`src/rtl/posit_pkg.sv`:
```
// Shared posit types: formats, operations, rounding modes, status flags and the
// request bundle seen by an operation-group unit.
package posit_pkg;

    typedef enum logic [1:0] {
        POSIT32 = 2'd0,
        POSIT16 = 2'd1,
        POSIT8  = 2'd2
    } posit_format_e;

    typedef enum logic [3:0] {
        ADD      = 4'd0,
        SUB      = 4'd1,
        MUL      = 4'd2,
        DIV      = 4'd3,
        SQRT     = 4'd4,
        CMP      = 4'd5,
        SGNJ     = 4'd6,
        MINMAX   = 4'd7,
        CLASSIFY = 4'd8
    } operation_e;

    typedef enum logic [2:0] {
        RNE = 3'd0,
        RTZ = 3'd1,
        RDN = 3'd2,
        RUP = 3'd3,
        RMM = 3'd4
    } roundmode_e;

    typedef struct packed {
        logic nv;
        logic dz;
        logic of;
        logic uf;
        logic nx;
    } status_t;

    localparam int unsigned MAX_WIDTH           = 32;
    localparam int unsigned ISSUE_DEPTH_DEFAULT = 4;

    // Request bundle sized for the widest format; narrower formats use the low bits.
    typedef struct packed {
        logic [1:0][MAX_WIDTH-1:0] operands;
        operation_e                op;
        roundmode_e                rnd_mode;
    } opgroup_req_t;

    function automatic int unsigned posit_width(posit_format_e fmt);
        case (fmt)
            POSIT32: return 32;
            POSIT16: return 16;
            POSIT8:  return 8;
            default: return 32;
        endcase
    endfunction

endpackage

```
`src/rtl/posit_tag_fifo.sv`:
```
// In-order tag FIFO: remembers the tag of every issued operation until the unit
// retires it. Head tag is visible combinationally so it can be re-attached in
// the same cycle the result arrives.
module posit_tag_fifo #(
    parameter int unsigned DEPTH     = 4,
    parameter int unsigned TAG_WIDTH = 4,
    localparam int unsigned PW       = $clog2(DEPTH),
    localparam int unsigned CW       = PW + 1
) (
    input  logic                 clk_i,
    input  logic                 rst_ni,
    input  logic                 flush_i,
    input  logic                 push_i,
    input  logic                 pop_i,
    input  logic [TAG_WIDTH-1:0] data_i,
    output logic [TAG_WIDTH-1:0] data_o,
    output logic                 full_o,
    output logic                 empty_o,
    output logic [CW-1:0]        count_o
);

    localparam logic [CW-1:0] DEPTH_CNT = CW'(DEPTH);

    logic [TAG_WIDTH-1:0] mem_reg [DEPTH];
    logic [PW-1:0]        wr_ptr_reg, wr_ptr_next;
    logic [PW-1:0]        rd_ptr_reg, rd_ptr_next;
    logic [CW-1:0]        count_reg, count_next;
    logic                 push_ok, pop_ok;

    assign full_o  = (count_reg == DEPTH_CNT);
    assign empty_o = (count_reg == '0);
    assign count_o = count_reg;
    assign data_o  = mem_reg[rd_ptr_reg];

    // Guard against overflow/underflow; flush overrides both.
    assign push_ok = push_i & ~full_o  & ~flush_i;
    assign pop_ok  = pop_i  & ~empty_o & ~flush_i;

    // Next pointer/count: pointers wrap naturally, simultaneous push+pop keeps count.
    always_comb begin
        wr_ptr_next = wr_ptr_reg;
        rd_ptr_next = rd_ptr_reg;
        count_next  = count_reg;
        if (flush_i) begin
            wr_ptr_next = '0;
            rd_ptr_next = '0;
            count_next  = '0;
        end else begin
            if (push_ok) wr_ptr_next = wr_ptr_reg + 1'b1;
            if (pop_ok)  rd_ptr_next = rd_ptr_reg + 1'b1;
            case ({push_ok, pop_ok})
                2'b10:   count_next = count_reg + 1'b1;
                2'b01:   count_next = count_reg - 1'b1;
                default: count_next = count_reg;
            endcase
        end
    end

    // Pointer and count state; reset discards all in-flight tags immediately.
    always_ff @(posedge clk_i or negedge rst_ni) begin
        if (!rst_ni) begin
            wr_ptr_reg <= '0;
            rd_ptr_reg <= '0;
            count_reg  <= '0;
        end else begin
            wr_ptr_reg <= wr_ptr_next;
            rd_ptr_reg <= rd_ptr_next;
            count_reg  <= count_next;
        end
    end

    // Tag storage: one write-enabled register per entry, contents need no reset.
    for (genvar gi = 0; gi < DEPTH; gi++) begin : g_entry
        always_ff @(posedge clk_i) begin
            if (push_ok && (wr_ptr_reg == PW'(gi))) begin
                mem_reg[gi] <= data_i;
            end
        end
    end

endmodule

```
`src/rtl/posit_opgroup_issue.sv`:
```
// Issue/retire controller for one posit operation-group unit: forwards requests,
// tracks outstanding tags in order, and registers results into a tagged
// response slot. Also drives the unit flush and the aggregate busy flag.
module posit_opgroup_issue
    import posit_pkg::*;
#(
    parameter posit_format_e pFormat  = posit_format_e'(0),
    parameter int unsigned TAG_WIDTH  = 4,
    parameter int unsigned DEPTH      = ISSUE_DEPTH_DEFAULT,
    localparam int unsigned WIDTH     = posit_width(pFormat)
) (
    input  logic                    clk_i,
    input  logic                    rst_ni,
    input  logic                    req_valid_i,
    output logic                    req_ready_o,
    input  logic [1:0][WIDTH-1:0]   req_operands_i,
    input  operation_e              req_op_i,
    input  roundmode_e              req_rnd_mode_i,
    input  logic [TAG_WIDTH-1:0]    req_tag_i,
    input  logic                    flush_i,
    output logic [1:0][WIDTH-1:0]   unit_operands_o,
    output operation_e              unit_op_o,
    output roundmode_e              unit_rnd_mode_o,
    output logic                    unit_in_valid_o,
    input  logic                    unit_in_ready_i,
    output logic                    unit_flush_o,
    input  logic [WIDTH-1:0]        unit_result_i,
    input  status_t                 unit_status_i,
    input  logic                    unit_out_valid_i,
    output logic                    unit_out_ready_o,
    output logic                    rsp_valid_o,
    input  logic                    rsp_ready_i,
    output logic [WIDTH-1:0]        rsp_result_o,
    output status_t                 rsp_status_o,
    output logic [TAG_WIDTH-1:0]    rsp_tag_o,
    output logic                    busy_o,
    output logic                    spurious_o
);

    localparam int unsigned CW = $clog2(DEPTH) + 1;

    logic                 fifo_full, fifo_empty;
    logic [CW-1:0]        fifo_count;
    logic [TAG_WIDTH-1:0] head_tag;
    logic                 issue, retire, pop, slot_free;

    logic                 rsp_valid_reg;
    logic [WIDTH-1:0]     rsp_result_reg;
    status_t              rsp_status_reg;
    logic [TAG_WIDTH-1:0] rsp_tag_reg;
    logic                 spurious_reg;

    // Request path to the unit is pure wiring; only the handshake is gated.
    assign unit_operands_o = req_operands_i;
    assign unit_op_o       = req_op_i;
    assign unit_rnd_mode_o = req_rnd_mode_i;
    assign unit_flush_o    = flush_i;

    // A full FIFO blocks issue even if a retire frees an entry this same cycle,
    // keeping the ready path off the output handshake.
    assign unit_in_valid_o = req_valid_i & ~fifo_full & ~flush_i;
    assign req_ready_o     = unit_in_ready_i & ~fifo_full & ~flush_i;
    assign issue           = req_valid_i & req_ready_o;

    assign slot_free        = ~rsp_valid_reg | rsp_ready_i;
    assign unit_out_ready_o = slot_free & ~flush_i;
    assign retire           = unit_out_valid_i & unit_out_ready_o;
    assign pop              = retire & ~fifo_empty;

    posit_tag_fifo #(
        .DEPTH     (DEPTH),
        .TAG_WIDTH (TAG_WIDTH)
    ) u_tag_fifo (
        .clk_i   (clk_i),
        .rst_ni  (rst_ni),
        .flush_i (flush_i),
        .push_i  (issue),
        .pop_i   (pop),
        .data_i  (req_tag_i),
        .data_o  (head_tag),
        .full_o  (fifo_full),
        .empty_o (fifo_empty),
        .count_o (fifo_count)
    );

    // Response slot: load on retire with the head tag, empty on consume or flush.
    always_ff @(posedge clk_i or negedge rst_ni) begin
        if (!rst_ni) begin
            rsp_valid_reg  <= 1'b0;
            rsp_result_reg <= '0;
            rsp_status_reg <= '0;
            rsp_tag_reg    <= '0;
        end else if (flush_i) begin
            rsp_valid_reg  <= 1'b0;
        end else if (pop) begin
            rsp_valid_reg  <= 1'b1;
            rsp_result_reg <= unit_result_i;
            rsp_status_reg <= unit_status_i;
            rsp_tag_reg    <= head_tag;
        end else if (rsp_ready_i) begin
            rsp_valid_reg  <= 1'b0;
        end
    end

    // Sticky flag for a result with no matching outstanding tag; survives flush.
    always_ff @(posedge clk_i or negedge rst_ni) begin
        if (!rst_ni) begin
            spurious_reg <= 1'b0;
        end else if (retire && fifo_empty) begin
            spurious_reg <= 1'b1;
        end
    end

    assign rsp_valid_o  = rsp_valid_reg;
    assign rsp_result_o = rsp_result_reg;
    assign rsp_status_o = rsp_status_reg;
    assign rsp_tag_o    = rsp_tag_reg;
    assign spurious_o   = spurious_reg;
    assign busy_o       = (fifo_count != '0) | rsp_valid_reg;

endmodule

```
`config.mk`:
```
export PLATFORM = sky130hd
export DESIGN_NAME = posit_opgroup_issue
export DESIGN_NICKNAME = d
export VERILOG_FILES = /design/src/rtl/posit_pkg.sv /design/src/rtl/posit_tag_fifo.sv /design/src/rtl/posit_opgroup_issue.sv
export SDC_FILE = /design/constraint.sdc
export NUM_CORES = 1
export LEC_CHECK = 0
export BUFFER_PORTS_ARGS = -buffer_cell sky130_fd_sc_hd__buf_2
export CORE_MARGIN = 4
export CORE_UTILIZATION = 41
export CTS_CLUSTER_DIAMETER = 100
export CTS_CLUSTER_SIZE = 16
export DETAILED_ROUTE_END_ITERATION = 6
export PLACE_DENSITY = 0.77
export SETUP_SLACK_MARGIN = 0.4
export SYNTH_ARGS = -nofsm -noshare
export SYNTH_HDL_FRONTEND = slang
export SYNTH_SLANG_ARGS = --single-unit
```
`constraint.sdc`:
```
create_clock -name clk_i -period 2.5 [get_ports clk_i]
set_input_delay 0.5 -clock clk_i [delete_from_list [all_inputs] [get_ports clk_i]]
set_output_delay 0.5 -clock clk_i [all_outputs]
set_load 0.01 [all_outputs]
```
==> results by group, run 1 <==
Power
  – Leakage Power: between 1.5 and 2 nW
  – Worst VDD drop: 0.528 mV
  – Power Dens Cells: approximately 1100 nW/um^2

STA
  – Fmax: just over 500 MHz
  – Max Clock Skew: roughly 0.011 ns
  – Min Tclk post-route: just under 2 ns
  – Max-slew violations: 0
  – Setup TNS: 0 ns
  – Final setup fails: 0
  – Final hold vios: 0
  – RSZ-0062 raised after global routing: false
  – Rel. slew slack: 0.533
  – Final period utilization: 0.787
  – Hold_ws: between 0.2 and 0.25 ns
  – Worst-margin pin slew: 0.700 ns

Floorplan
  – Die Ht: approximately 97 um
  – Starting Density: 0.423
  – Core area: about 7700 sq um
  – # IOs: approximately 240
  – Site Rows: 32
  – Die width: slightly below 100 um
  – Die area: between 9000 and 10000 sq um

Synthesis
  – Cell count after synthesis: approximately 240
  – Dominant cells by area after synthesis: dfrtp_1 38%, buf_4 17%, edfxtp_1 15%
  – Post-Synthesis Net Count: 367
  – Synth top area share: 0.383
  – #FFs+latches synth: 66
  – Synth warn: 0
  – Mapped cell area: 3270 sq um
  – Largest area contributor in the netlist: dfrtp_1
  – Sequential share of the synthesized area: 0.530
  – Synth cell types: 31
  – Syn Area/Cell: around 13 sq um

GRT
  – Initial antenna violation count: 0
  – Vias in the first global route: about 1900
  – GRT overflow: 0
  – Total GRT Usage: 0.121
  – Largest net degree at the start of global routing: 45
  – First-pass GRT wire length: 9240 um

Worst setup path
  – Slowest stage delay, CP: 0.47 ns
  – Worst-path cell chain: nor2_2, a21oi_1, and2_1, buf_2
  – CP Launch Type: flop
  – R2R cell count: 8
  – CP Capture Type: output port
  – WS Path Type: reg2out
  – CP required: about 2 ns
  – CP max stage cell: dfrtp_2
  – Worst-path fanout max: 6
  – Crit path DAT: around 1.5 ns

Finish
  – Final net count: 400
  – Area of the multi-input gates: between 900 and 1000 sq um
  – # diodes: 0
  – Fraction of layout cells with a size suffix above 1: 0.612
  – FF/Latch Area: about 1700 sq um
  – Largest register FFs: 32
  – Fillcell total: 712
  – Area growth syn-to-layout: 9.64%

Clocking
  – Clock Tree Root: clkbuf_8
  – Clock buffer count from CTS: 9
  – Clock tree buffer depth: 2
  – CTS tree: done
  – Clk slew on worst S/H paths: approximately 0.070 ns
  – # H-tree levels: 3
  – Clock sink count: between 60 and 70
  – Skew-Pair Late Insertion Delay: 0.32 ns
  – # hold bufs at CTS: 0

Run
  – Max cap viols: 0

Routing
  – Remaining DRCs: 0
  – Routed length per instance: approximately 15 um
  – Via count: about 1800
  – Final WL: ~5800 um
  – 1st-iter DRT viols: 46
  – Drt pass-1 iters: 4
  – DR vias/cell: around 4.8
  – DRT antenna net count: 0

Placement
  – Final HPWL DP: roughly 4500 um
  – Final Wtd Congestion: approximately 0.79
  – Number of buffers added on ports: 95

Hold path
  – HP Class: in2async

Status
  – Outcome: finished clean
-- critical path, delay by kind of cell (launching register included) --
kind / cells / cell delay [ns]
buffers and inverters: 1 / 0.13
AND/OR/NAND/NOR: 2 / 0.42
AO/OA/AOI/OAI: 1 / 0.12
flip-flops: 1 / 0.47
-- through the flow --
stage / std cells / instance area (sq um) / util / setup WS [ns] / power, W
floorplan: 243 / 3300 / - / 0.385 / 0.00271
global placement: 366 / 3370 / 0.437 / 0.420 / 0.00312
detailed placement: 366 / 3370 / 0.437 / 0.326 / 0.00318
CTS: 382 / 3570 / 0.461 / 0.379 / 0.00404
global route: 383 / 3580 / 0.464 / 0.382 / 0.00427
finish: 383 / 3580 / 0.464 / 0.534 / 0.00401
-- cells in the final DEF (no fill, tap or decap), drive strengths merged --
master / netlist / layout
buf: 77 / 101
dfrtp: 50 / 50
mux2: 43 / 43
edfxtp: 16 / 16
clkbuf: 2 / 13
and2: 6 / 6
nor2: 6 / 6
mux4: 4 / 4
xnor2: 4 / 4
ha: 4 / 4
nand2b: 4 / 4
inv: 3 / 3
a21oi: 3 / 3
nor2b: 3 / 3
nand2: 2 / 2
nor3: 2 / 2
o31ai: 2 / 2
mux2i: 2 / 2
clkinv: 0 / 2
a211oi: 1 / 1
o21bai: 1 / 1
a21o: 1 / 1
o211a: 1 / 1
nor3b: 1 / 1
a2111oi: 1 / 1
nand3: 1 / 1
o221ai: 1 / 1
nor4b: 1 / 1
fa: 1 / 1
bufinv: 0 / 1
-- final cells by class --
| type | instances | area share |
|---|---|---|
| clock buffers | 13 | 0.0415 |
| well taps | 102 | 0.0356 |
| clock inverters | 3 | 0.0112 |
| inverters | 3 | 0.00314 |
| flip-flops and latches | 66 | 0.484 |
| repair buffers | 101 | 0.149 |
| multi-input cells | 95 | 0.276 |
-- per-layer routing --
layer / GRT usage / share of wire / up-vias
met3: 0.0560 / 0.12 / 40
met4: 0.0671 / 0.033 / 0
li1: - / - / 823
met2: 0.193 / 0.47 / 102
met1: 0.134 / 0.38 / 876
met5: 0 / 0 / -
-- where the power goes --
| part | total (W) | leakage, nW | internal, W | switching (W) |
|---|---|---|---|---|
| sequential | 0.00172 | 0.746 | 0.00149 | 0.000233 |
| clock | 0.000836 | 0.0974 | 0.000486 | 0.000351 |
| combinational | 0.00145 | 0.763 | 0.000784 | 0.000662 |
| total | 0.00401 | 1.61 | 0.00276 | 0.00125 |
-- worst paths after layout --
kind                                              startpoint                                  to  slack [ns]
setup / recovery           u_tag_fifo.count_o[0]$_DFFE_PN0P_                     unit_in_valid_o        0.53
hold / removal                                        rst_ni         rsp_result_o[7]$_DFFE_PN0P_        0.22
setup reg to reg           u_tag_fifo.count_o[1]$_DFFE_PN0P_   u_tag_fifo.count_o[2]$_DFFE_PN0P_        0.53
hold reg to reg                       spurious_o$_DFFE_PN0P_              spurious_o$_DFFE_PN0P_        0.47
max in group asynchronous                             rst_ni   u_tag_fifo.count_o[0]$_DFFE_PN0P_        1.64
min in group clk_i                              req_tag_i[3]  u_tag_fifo.mem_reg[2][3]$_DFFE_PP_        0.39
-- Yosys cell counts (all sizes together) --
master / instances
mux4: 4
fa: 1
o31ai: 2
clkbuf: 2
and2: 6
o211a: 1
mux2: 43
nor2b: 3
nor3: 2
edfxtp: 16
o221ai: 1
inv: 3
nand2b: 4
buf: 77
nand3: 1
nand2: 2
xnor2: 4
a21o: 1
a2111oi: 1
nor2: 6
dfrtp: 50
o21bai: 1
ha: 4
nor3b: 1
a211oi: 1
nor4b: 1
mux2i: 2
a21oi: 3
-- kinds of logic after synthesis --
kind of cell | Yosys count | synth area share
multiplexers | 49 | 0.182
XOR/XNOR | 4 | 0.0107
flip-flops | 66 | 0.530
buffers and inverters | 82 | 0.179
AND/OR/NAND/NOR | 26 | 0.0486
adder cells (fa/ha/maj) | 5 | 0.0214
AO/OA/AOI/OAI | 11 | 0.0283
-- what timing repair did --
item	4_1_cts	5_1_grt
pin swaps	0	1
gates resized for setup	1	4
setup buffers	0	1
endpoints found under the setup margin	3	1
No activity file was read; power rests on OpenSTA's default activity.
==> inputs of run 2 (changes only) <==
--- a/config.mk
+++ b/config.mk
@@ -5,6 +5,7 @@
 export SDC_FILE = /design/constraint.sdc
 export NUM_CORES = 1
 export LEC_CHECK = 0
+export ABC_AREA = 1
 export BUFFER_PORTS_ARGS = -buffer_cell sky130_fd_sc_hd__buf_2
 export CORE_MARGIN = 4
 export CORE_UTILIZATION = 41
==> constraint.sdc (replaced) <==
create_clock -name clk_i -period 2 [get_ports clk_i]
set_input_delay 0.4 -clock clk_i [delete_from_list [all_inputs] [get_ports clk_i]]
set_output_delay 0.4 -clock clk_i [all_outputs]
set_load 0.01 [all_outputs]
==> results by group, run 2 <==
STA
  – Worst-margin pin slew: 0.610 ns (-0.0903 ns)
  – Final setup fails: 0 (unchanged)
  – Setup TNS: 0 ns (unchanged)
  – Max-slew violations: 0 (unchanged)
  – Final setup margin: 0.174 ns (-0.360 ns)
  – Fmax: around 550 MHz
  – Rel. slew slack: 0.594 (+0.0602)
  – Max Clock Skew: 0.0120 ns (+0.000599 ns)
  – Min Tclk post-route: about 1.8 ns
  – Final period utilization: 0.913
  – Final hold vios: 0 (unchanged)
  – RSZ-0062 raised after global routing: true

Synthesis
  – Top-count cell post-synth: nand2_1
  – Syn Area/Cell: 9.12 sq um (-32%)
  – Dominant cells by area after synthesis: dfrtp_1 38%, buf_4 17%, nand2_1 15%
  – Post-Synthesis Net Count: 485 (+32%)
  – Post-synth EDFFs: 16 (unchanged)
  – #FFs+latches synth: 66 (unchanged)
  – Synth cell types: 23 (-26%)
  – Synth top area share: 0.380 (-0.00247)
  – Synth cell count leaders: 131 x nand2_1, 73 x buf_4, 50 x dfrtp_1
  – Largest area contributor in the netlist: dfrtp_1
  – Synth warn: 0 (unchanged)
  – Sequential share of the synthesized area: 0.526 (-0.00342)
  – Cell count after synthesis: 361 (+49%)
  – Mapped cell area: 3290 sq um (+0.65%)
  – Post-synthesis async set-or-reset flop share: 0.758 (unchanged)
  – Post-synth top flop: dfrtp_1

Floorplan
  – Die width: 97.6 um (+0.30%)
  – # IOs: 238 (unchanged)
  – Site Rows: 32 (unchanged)
  – Core area: 7770 sq um (+0.52%)
  – Die area: 9520 sq um (+0.60%)
  – Starting Density: 0.424 (+0.000557)
  – Die Ht: 97.6 um (+0.30%)

Routing
  – DR vias/cell: 4.75 (-1.2%)
  – Drt pass-1 iters: 4 (unchanged)
  – Via count: 2426 (+32%)
  – Routed length per instance: 16.7 um (+10%)
  – Final WL: 8510 um (+47%)
  – 1st-iter DRT viols: 65 (+41%)
  – Remaining DRCs: 0 (unchanged)
  – DRT antenna net count: 0 (unchanged)

Power
  – Leakage Power: 1.94 nW (+21%)
  – Power Dens Cells: 1330 nW/um^2 (+19%)
  – Worst VDD drop: 0.566 mV (+7.1%)

Run
  – Max cap viols: 0 (unchanged)

Finish
  – Largest register FFs: 32 (unchanged)
  – Fillcell total: 752 (+5.6%)
  – Final net count: 528 (+32%)
  – Fraction of layout cells with a size suffix above 1: 0.381 (-0.231)
  – # diodes: 0 (unchanged)
  – Area growth syn-to-layout: 13.6%
  – Commonest non-fill, non-tap cell in the layout: nand2_1
  – Commonest non-fill, non-tap cells in the layout: 123 x nand2_1, 94 x buf_2, 49 x dfrtp_1

Worst setup path
  – Worst-path fanout max: 4 (-2)
  – FF-to-FF End: u_tag_fifo.count_o[2]$_DFFE_PN0P_
  – Reg2Reg Setup Slack: 0.17 ns (-0.36 ns)
  – FF-to-FF Start: u_tag_fifo.count_o[1]$_DFFE_PN0P_
  – R2R cell count: 13 (+5)
  – CP required: 2.23 ns (+0.23 ns)
  – Crit path DAT: 2.05 ns (+0.58 ns)
  – CP Capture Type: flop
  – WS Path Type: reg2reg
  – CP Launch Type: flop

Clocking
  – Clock sink count: 66 (unchanged)
  – Clk slew on worst S/H paths: 0.07 ns (about the same)
  – Skew-Pair Late Insertion Delay: 0.34 ns (+0.02 ns)
  – Clock tree buffer depth: 2 (unchanged)
  – Clock buffer count from CTS: 9 (unchanged)
  – # H-tree levels: 3 (unchanged)
  – CTS tree: done
  – Clock Tree Root: clkbuf_8

Status
  – Outcome: finished clean

Placement
  – Pre-CTS WS: 0.0613 ns (-0.264 ns)
  – Final HPWL DP: 6270 um (+40%)
  – Number of buffers added on ports: 95 (unchanged)
  – Final Wtd Congestion: 0.795 (+0.42%)

Hold path
  – HP Class: in2async

GRT
  – First-pass GRT wire length: 12800 um (+39%)
  – Vias in the first global route: 2420 (+29%)
  – Initial antenna violation count: 0 (unchanged)
  – Most Used Layer, Global Route: met2
  – GRT overflow: 0 (unchanged)
  – Largest net degree at the start of global routing: 48 (+6.7%)
  – M2 GR Usage: 0.289 (+0.0962)
  – GRT met1 Usage: 0.177 (+0.0432)
  – Total GRT Usage: 0.173 (+0.0522)
  – GR Layer Usage met3: 0.0854 (+0.0294)
-- run 2: changes by cell type in the layout (fill, tap and decap cells not counted), sizes merged, moves of 6 or more --
| cell | change |
|---|---|
| o21ai | +12 |
| mux2 | -43 |
| buf | +13 |
| nand2 | +129 |
| nor2 | +25 |
| and2 | -6 |
| inv | +13 |
-- run 2: cell families (layout without fill, tap and decap cells) --
logic type / after synthesis / in the layout / share of synthesized area
AOI/OAI and AO/OA: 19 / 19 / 0.0316
xor gates and xnor gates: 1 / 1 / 0.00266
adders and majority gates: 5 / 5 / 0.0213
buffers and inverters: 98 / 146 / 0.210
DFF: 66 / 66 / 0.526
and+or+nand+nor: 172 / 172 / 0.208
-- run 2: critical path, stage by stage, from the launching register on --
cell and delay (ns):
dfrtp_1 0.40, inv_2 0.12, nand2_2 0.08, nor2_4 0.10, nor2_4 0.05, nand2_4 0.07
inv_2 0.04, fa_2 0.36, xnor2_2 0.17, inv_1 0.07, nand2_1 0.06, nand2_1 0.06
nand2_1 0.06, nand2_1 0.06
-- run 2: worst max-delay path by stage --
stage | start | end | slack, ns | depth (start not counted)
after floorplan | u_tag_fifo.count_o[0]$_DFFE_PN0P_ | u_tag_fifo.count_o[2]$_DFFE_PN0P_ | 0.33 | 13
after global placement | flush_i | u_tag_fifo.count_o[2]$_DFFE_PN0P_ | 0.19 | 14
after detailed placement | flush_i | u_tag_fifo.count_o[2]$_DFFE_PN0P_ | 0.06 | 14
after CTS | u_tag_fifo.count_o[1]$_DFFE_PN0P_ | u_tag_fifo.count_o[2]$_DFFE_PN0P_ | 0.19 | 13
after global routing | u_tag_fifo.count_o[0]$_DFFE_PN0P_ | u_tag_fifo.count_o[2]$_DFFE_PN0P_ | 0.09 | 13
final | u_tag_fifo.count_o[1]$_DFFE_PN0P_ | u_tag_fifo.count_o[2]$_DFFE_PN0P_ | 0.17 | 13
-- run 2: per-layer routing --
layer	vias to the layer above	share of wire
met3	37	0.11
met1	1125	0.35
met2	125	0.51
li1	1139	-
met4	0	0.039
met5	-	0
-- run 2: report_power, final --
part	switching (W)	leakage (nW)	internal, W	total (W)
sequential	0.000244	0.770	0.00180	0.00205
clock	0.000500	0.0893	0.000572	0.00107
combinational	0.00106	1.08	0.000793	0.00185
total	0.00180	1.94	0.00317	0.00497
-- run 2: area by class of cell --
class	count	area [sq um]	area share
sequential	66	1730	0.464
multi-input combinational	197	976	0.261
timing repair buffer	114	652	0.174
clock buffer	11	131	0.0352
tap	102	128	0.0341
inverter	16	62.6	0.0167
clock inverter	5	55.1	0.0147
-- run 2: stage by stage --
step	hold slack (ns)	power (W)	area, sq um	instances	utilization
global placement	0.426	0.00361	3340	480	0.430
floorplan	0.104	0.00316	3320	361	-
global route	0.0768	0.00534	3740	511	0.481
detailed placement	0.437	0.00368	3340	480	0.430
CTS	0.0510	0.00494	3610	503	0.465
finish	0.0556	0.00497	3740	511	0.481
-- run 2: what timing repair did --
action / in CTS / in global routing
setup endpoints to repair: 5 / 63
endpoints found under the hold margin: 0 / 0
hold buffers: 0 / 0
setup buffers: 7 / 8
resized for setup: 10 / 18
pin swaps: 7 / 4
